$ cat src/rtl/pipe_pkg.sv
// Shared definitions for CPU pipeline stage registers: default widths per stage pair,
// control-word field offsets and the skid-stage state encoding.
package pipe_pkg;

  localparam int unsigned CtrlWDefault = 82;
  localparam int unsigned DataWDefault = 80;

  // Per stage-pair widths; each boundary carries only what later stages still need
  localparam int unsigned IfIdCtrlW  = 82;
  localparam int unsigned IfIdDataW  = 80;
  localparam int unsigned IdExCtrlW  = 82;
  localparam int unsigned IdExDataW  = 80;
  localparam int unsigned ExMemCtrlW = 64;
  localparam int unsigned ExMemDataW = 64;
  localparam int unsigned MemWbCtrlW = 48;
  localparam int unsigned MemWbDataW = 32;

  // Control-word field offsets (bit positions from LSB)
  localparam int unsigned CtrlEretBit    = 0;
  localparam int unsigned CtrlIntBit     = 1;
  localparam int unsigned CtrlSyscallBit = 2;
  localparam int unsigned CtrlBreakBit   = 3;
  localparam int unsigned CtrlRiBit      = 4;
  localparam int unsigned CtrlAdelBit    = 5;
  localparam int unsigned CtrlRegWeBit   = 6;
  localparam int unsigned CtrlDestLsb    = 7;
  localparam int unsigned CtrlDestW      = 5;
  localparam int unsigned CtrlPcLsb      = 12;
  localparam int unsigned CtrlPcW        = 32;

  typedef enum logic [1:0] {
    StEmpty = 2'b00,
    StOne   = 2'b01,
    StFull  = 2'b11
  } stage_st_e;

endpackage

$ cat src/rtl/pipe_stage_skid_if.sv
// Valid/allow handshake bundle carrying a control word and a data word between stages.
interface pipe_stage_skid_if
  import pipe_pkg::*;
#(
  parameter int unsigned CTRL_W = CtrlWDefault,
  parameter int unsigned DATA_W = DataWDefault
);

  logic              valid;
  logic              allow;
  logic [CTRL_W-1:0] ctrl;
  logic [DATA_W-1:0] data;

  modport master (output valid, output ctrl, output data, input allow);
  modport slave  (input valid, input ctrl, input data, output allow);

endinterface

$ cat src/rtl/pipe_slot.sv
// One pipeline slot: a valid bit plus payload, with load/clear enables and async reset.
module pipe_slot
  import pipe_pkg::*;
#(
  parameter int unsigned W       = CtrlWDefault + DataWDefault,
  parameter bit          RST_CLR = 1'b1
) (
  input  logic         clk,
  input  logic         resetn,
  input  logic         clr_i,
  input  logic         we_i,
  input  logic         valid_i,
  input  logic         ld_i,
  input  logic [W-1:0] pay_i,
  output logic         valid_o,
  output logic [W-1:0] pay_o
);

  logic         valid_d, valid_q;
  logic [W-1:0] pay_d, pay_q;

  // Clear wins over write so a flush always empties the slot
  always_comb begin
    valid_d = valid_q;
    if (clr_i) begin
      valid_d = 1'b0;
    end else if (we_i) begin
      valid_d = valid_i;
    end
  end

  assign pay_d = ld_i ? pay_i : pay_q;

  always_ff @(posedge clk or negedge resetn) begin
    if (!resetn) valid_q <= 1'b0;
    else         valid_q <= valid_d;
  end

  generate
    if (RST_CLR) begin : g_pay_rst
      always_ff @(posedge clk or negedge resetn) begin
        if (!resetn) pay_q <= '0;
        else         pay_q <= pay_d;
      end
    end else begin : g_pay_norst
      always_ff @(posedge clk) begin
        pay_q <= pay_d;
      end
    end
  endgenerate

  assign valid_o = valid_q;
  assign pay_o   = pay_q;

endmodule

$ cat src/rtl/pipe_stage_skid.sv
// Pipeline stage register with valid/allow handshake and synchronous flush.
// Define PIPE_SKID_EN to add a second (skid) slot so up_allow comes straight from a flop.
module pipe_stage_skid
  import pipe_pkg::*;
#(
  parameter int unsigned CTRL_W  = CtrlWDefault,
  parameter int unsigned DATA_W  = DataWDefault,
  parameter bit          RST_CLR = 1'b1
) (
  input  logic       clk,
  input  logic       resetn,
  input  logic       flush,
  pipe_stage_skid_if.slave  up,
  pipe_stage_skid_if.master dn,
  output logic [1:0] occ
);

  localparam int unsigned PayW = CTRL_W + DATA_W;

  logic [PayW-1:0] up_pay, q_pay, q_pay_in;
  logic            q_valid, q_we, q_vld_d, q_ld;
  logic            up_allow, up_fire;

  assign up_pay   = {up.ctrl, up.data};
  assign up.allow = up_allow;
  assign up_fire  = up.valid & up_allow;

  assign dn.valid = q_valid;
  assign dn.ctrl  = q_pay[PayW-1:DATA_W];
  assign dn.data  = q_pay[DATA_W-1:0];

  pipe_slot #(
    .W       (PayW),
    .RST_CLR (RST_CLR)
  ) u_slot_q (
    .clk     (clk),
    .resetn  (resetn),
    .clr_i   (flush),
    .we_i    (q_we),
    .valid_i (q_vld_d),
    .ld_i    (q_ld),
    .pay_i   (q_pay_in),
    .valid_o (q_valid),
    .pay_o   (q_pay)
  );

`ifdef PIPE_SKID_EN
  logic            s_valid, s_we, s_vld_d, s_ld;
  logic [PayW-1:0] s_pay;
  logic            dn_fire;
  stage_st_e       st;

  pipe_slot #(
    .W       (PayW),
    .RST_CLR (RST_CLR)
  ) u_slot_s (
    .clk     (clk),
    .resetn  (resetn),
    .clr_i   (flush),
    .we_i    (s_we),
    .valid_i (s_vld_d),
    .ld_i    (s_ld),
    .pay_i   (up_pay),
    .valid_o (s_valid),
    .pay_o   (s_pay)
  );

  assign up_allow = ~s_valid;
  assign dn_fire  = q_valid & dn.allow;
  assign occ      = {1'b0, q_valid} + {1'b0, s_valid};

  // The slot valid bits are the state register; S is never valid without Q
  always_comb begin
    st       = q_valid ? (s_valid ? StFull : StOne) : StEmpty;
    q_we     = 1'b0;
    q_vld_d  = 1'b0;
    q_ld     = 1'b0;
    q_pay_in = up_pay;
    s_we     = 1'b0;
    s_vld_d  = 1'b0;
    s_ld     = 1'b0;
    unique case (st)
      StEmpty: begin
        if (up_fire) begin
          q_we    = 1'b1;
          q_vld_d = 1'b1;
          q_ld    = 1'b1;
        end
      end
      StOne: begin
        if (up_fire && dn_fire) begin
          q_ld = 1'b1;
        end else if (up_fire) begin
          s_we    = 1'b1;
          s_vld_d = 1'b1;
          s_ld    = 1'b1;
        end else if (dn_fire) begin
          q_we    = 1'b1;
          q_vld_d = 1'b0;
        end
      end
      StFull: begin
        if (dn.allow) begin
          q_ld     = 1'b1;
          q_pay_in = s_pay;
          s_we     = 1'b1;
          s_vld_d  = 1'b0;
        end
      end
      default: ;
    endcase
    // Flush kills valids in the slots; payload flops keep their contents
    if (flush) begin
      q_ld = 1'b0;
      s_ld = 1'b0;
    end
  end
`else
  assign up_allow = ~q_valid | dn.allow;
  assign occ      = {1'b0, q_valid};

  always_comb begin
    q_we     = up_allow;
    q_vld_d  = up.valid;
    q_ld     = up_fire & ~flush;
    q_pay_in = up_pay;
  end
`endif

endmodule

$ cat src/flat_wrapper.sv
// flat-port wrapper written by rule: the top's interface ports become plain ports
module pipe_stage_skid_flat import pipe_pkg::*;
#(
  parameter int unsigned CTRL_W  = CtrlWDefault,
  parameter int unsigned DATA_W  = DataWDefault,
  parameter bit          RST_CLR = 1'b1
)
  (clk, resetn, flush, occ, up_valid, up_ctrl, up_data, up_allow, dn_valid, dn_ctrl, dn_data, dn_allow);
  pipe_stage_skid_if #(.CTRL_W(CTRL_W), .DATA_W(DATA_W)) up_i ();
  pipe_stage_skid_if #(.CTRL_W(CTRL_W), .DATA_W(DATA_W)) dn_i ();
  input  logic clk;
  input  logic resetn;
  input  logic flush;
  output logic [1:0] occ;
  input wire logic [$bits(up_i.valid)-1:0] up_valid;
  input wire logic [$bits(up_i.ctrl)-1:0] up_ctrl;
  input wire logic [$bits(up_i.data)-1:0] up_data;
  output wire logic [$bits(up_i.allow)-1:0] up_allow;
  output wire logic [$bits(dn_i.valid)-1:0] dn_valid;
  output wire logic [$bits(dn_i.ctrl)-1:0] dn_ctrl;
  output wire logic [$bits(dn_i.data)-1:0] dn_data;
  input wire logic [$bits(dn_i.allow)-1:0] dn_allow;
  assign up_i.valid = up_valid;
  assign up_i.ctrl = up_ctrl;
  assign up_i.data = up_data;
  assign up_allow = up_i.allow;
  assign dn_valid = dn_i.valid;
  assign dn_ctrl = dn_i.ctrl;
  assign dn_data = dn_i.data;
  assign dn_i.allow = dn_allow;
  pipe_stage_skid #(.CTRL_W(CTRL_W), .DATA_W(DATA_W), .RST_CLR(RST_CLR)) u_core (.clk(clk), .resetn(resetn), .flush(flush), .up(up_i), .dn(dn_i), .occ(occ));
endmodule
$ cat config.mk
export PLATFORM = sky130hd
export DESIGN_NAME = pipe_stage_skid_flat
export DESIGN_NICKNAME = d
export VERILOG_FILES = /design/src/rtl/pipe_pkg.sv /design/src/rtl/pipe_stage_skid_if.sv /design/src/rtl/pipe_slot.sv /design/src/rtl/pipe_stage_skid.sv /design/src/flat_wrapper.sv
export SDC_FILE = /design/constraint.sdc
export NUM_CORES = 1
export LEC_CHECK = 0
export CORE_AREA = 2 2 129 131
export DETAILED_ROUTE_END_ITERATION = 10
export DIE_AREA = 0 0 131 133
export PLACE_DENSITY = 0.85
export REMOVE_ABC_BUFFERS = 1
export SLEW_MARGIN = 0
export SYNTH_ARGS = -nofsm -noshare
export SYNTH_HDL_FRONTEND = slang
export SYNTH_HIERARCHICAL = 1
export SYNTH_SLANG_ARGS = --single-unit
$ cat constraint.sdc
create_clock -name clk -period 2.6 [get_ports clk]
set_input_delay 0.52 -clock clk [delete_from_list [all_inputs] [get_ports clk]]
set_output_delay 0.52 -clock clk [all_outputs]
set_load 0.02 [all_outputs]
==> results.txt <==
Mapped Area: 6410 um2
P_leak: 4.56 nW
Post-Synth Simple-Gate Area: 0.00410
number of buffers on the longest clock path: 2
Wirelength per Cell: 18.6 um
met3 Use GR: 0.0805
period utilization: 0.860
hold path endpoint: u_core/u_slot_q/pay_o[29]
combinational family with the most area after synthesis: multiplexers
# resized after CTS: 0
minimum clock period after layout: 2.24 ns
routability cong.: 0.779
syn_area_per_cell: 18.3 um2
post-synthesis sequential area ratio: 0.636
CTS sink count: 163
Clock Latency Late Sink: 0.43 ns
Nets: 864
Synth Warn #: 6
clock share of power: 0.324
DRC Markers: 0
largest net degree at the start of global routing: 43
Area growth syn-to-layout: 66.8%
Final Hold Viols: 0
crit start category: input port
CTS tree: built
worst min path class: reg -> reg
Die X: 131 um
Root Buffer: clkbuf_16
max cap viols: 0
post-synthesis compound-gate area fraction: 0
Setup violations, final: 0
DR iter-0 viols: 157
post-synthesis register bit count: 163
vias in the first global route: 4,885
worst hold path cell count: 1
Antenna Cells: 0
r2r setup slk: 0.87 ns
Synth cell types: 11
pwr dens: 786 nW/um2
worst-case clock skew: 0.0150 ns
XOR/XNOR share of the synthesized area: 0
mux share of post-synthesis cell area: 0.333
H-tree depth: 4
Core Area: 16,200 um2
critical path peak fanout: 3
hold path start: u_core/u_slot_q/pay_o[29]
vias per inst: 4.60
layout cell share with drive strength beyond 1: 0.300
met2 Use GR: 0.342
Reg2Reg Depth: 5
Detailed Routing Iterations Pass 1: 4
initial antenna violation count: 0
I/O pin cnt: 333
r2r startpoint: u_core/u_slot_q/valid_o
status: finished, final reports clean
RSZ-0062 raised after global routing: no
P_int: 0.00605 W
Syn Inst Count: 350
CTS clk-pin slew, worst paths: 0.06 ns
first-pass GRT wire length: 26.8 mm
Critical R2R Capture: u_core/u_slot_q/pay_o[10]
Peak Freq: 447 MHz
drt total wl: 17.3 mm
Inserted Clock Buffers: 17
Post-DP HPWL: 13.1 mm
Total Routing Usage GR: 0.204
proportion of power drawn by flip-flops and latches: 0.381
Hold Worst Slack: 0.505 ns
via count: 4,281
WS Path Type: in -> out
maximum vdd ir drop: 0.000441 V
FP Rows: 47
switching pwr: 0.00236 W
Worst setup EP type: output pin
met1 Resource Use GR: 0.226
Total Power: 0.00841 W
DIE AREA: 17,400 um2
CP Data Arrival Time: 1.72 ns
Comb pwr share: 0.294
starting density of the core: 0.396
switch share: 0.281
max-slew violations: 0
GR peak layer: met2
die height: 133 um
gr ovfl total: 0
Post-Synth Adder-Cell Area: 0
setup TNS: 0 ns
PortBufs: 331
CP Data Required Time: 2.08 ns
final antenna-violating net count: 0
==> flip-flops by register name, indices dropped and copies added (netlist names) <==
| signal | cells |
|---|---|
| u_core/u_slot_q/valid_o | 1 |
| u_core/u_slot_q/pay_o | 162 |
==> critical path, cell delays in order <==
cell and delay (ns):
clkdlybuf4s50_1 0.46, nand2b_4 0.13, clkdlybuf4s50_1 0.60
==> cell families after synthesis <==
kind of cell           count (synthesis)
multiplexers                         163
flip-flops                           163
buffers and inverters                 20
AND/OR/NAND/NOR                        3
other                                  1
==> cell usage in the layout (no fill, tap or decap), drive strengths merged <==
master,Yosys,final
inv,0,4
clkinv,0,4
conb,1,1
buf,20,17
nor2,1,1
bufinv,0,4
mux2i,1,1
nand2b,1,1
dlygate4sd3,0,1
and3b,1,1
clkbuf,0,18
clkdlybuf4s50,0,330
dfrtp,163,163
clkinvlp,0,2
mux2,162,162
==> power by group through the flow <==
| stage | combinational (W) | sequential, W | clock, W |
|---|---|---|---|
| 5_1_grt | 0.00260 | 0.00326 | 0.00290 |
| 4_1_cts | 0.00251 | 0.00321 | 0.00278 |
| 2_1_floorplan | 0.000660 | 0.00376 | 0 |
| 3_3_place_gp | 0.00244 | 0.00323 | 0 |
| 6_report | 0.00248 | 0.00321 | 0.00273 |
| 3_5_place_dp | 0.00249 | 0.00325 | 0 |
==> layout make-up <==
type	count	area, um2
Sequential cell	163	4080
Tap cell	220	275
Clock buffer	18	439
Timing Repair Buffer	348	3530
Multi-Input combinational cell	167	2170
Fill cell	1144	5480
Clock inverter	14	200
==> repair_timing <==
item,in CTS,in global routing
hold buffers,1,0
endpoints found under the hold margin,11,0
setup buffers,0,0
==> metal layers <==
metal | wire length [um] | up-vias
met5 | 0 | -
met4 | 621 | 0
met3 | 1610 | 48
li1 | - | 1915
met2 | 8760 | 213
met1 | 6300 | 2105
==> Yosys cell counts <==
cell type	number	share of area
nor2_1	1	0.00058
and3b_1	1	0.0014
mux2_2	82	0.14
mux2_4	80	0.19
buf_2	8	0.0062
nand2b_4	1	0.0021
dfrtp_1	163	0.64
buf_4	2	0.0023
mux2i_1	1	0.0016
buf_6	10	0.018
conb_1	1	0.00058
==> how the worst max path moves through the flow <==
stage	start	to	slack, ns	cells past startpoint
6_report	dn_allow	up_allow	0.36	3
3_3_place_gp	dn_allow	u_core/u_slot_q/pay_o[10]	0.35	6
3_5_place_dp	dn_allow	u_core/u_slot_q/pay_o[19]	0.29	6
5_1_grt	dn_allow	up_allow	0.33	3
2_1_floorplan	u_core/u_slot_q/valid_o	u_core/u_slot_q/pay_o[0]	-3.76	3
4_1_cts	dn_allow	up_allow	0.36	3
==> stage by stage <==
stage | setup WS (ns) | instances | utilization | area [um2]
4_1_cts | 0.355 | 930 | 0.661 | 10700
2_1_floorplan | -3.76 | 330 | - | 6240
3_3_place_gp | 0.346 | 897 | 0.621 | 10000
5_1_grt | 0.333 | 930 | 0.661 | 10700
6_report | 0.364 | 930 | 0.661 | 10700
3_5_place_dp | 0.287 | 897 | 0.621 | 10000
(Power assumes the default switching activity.)
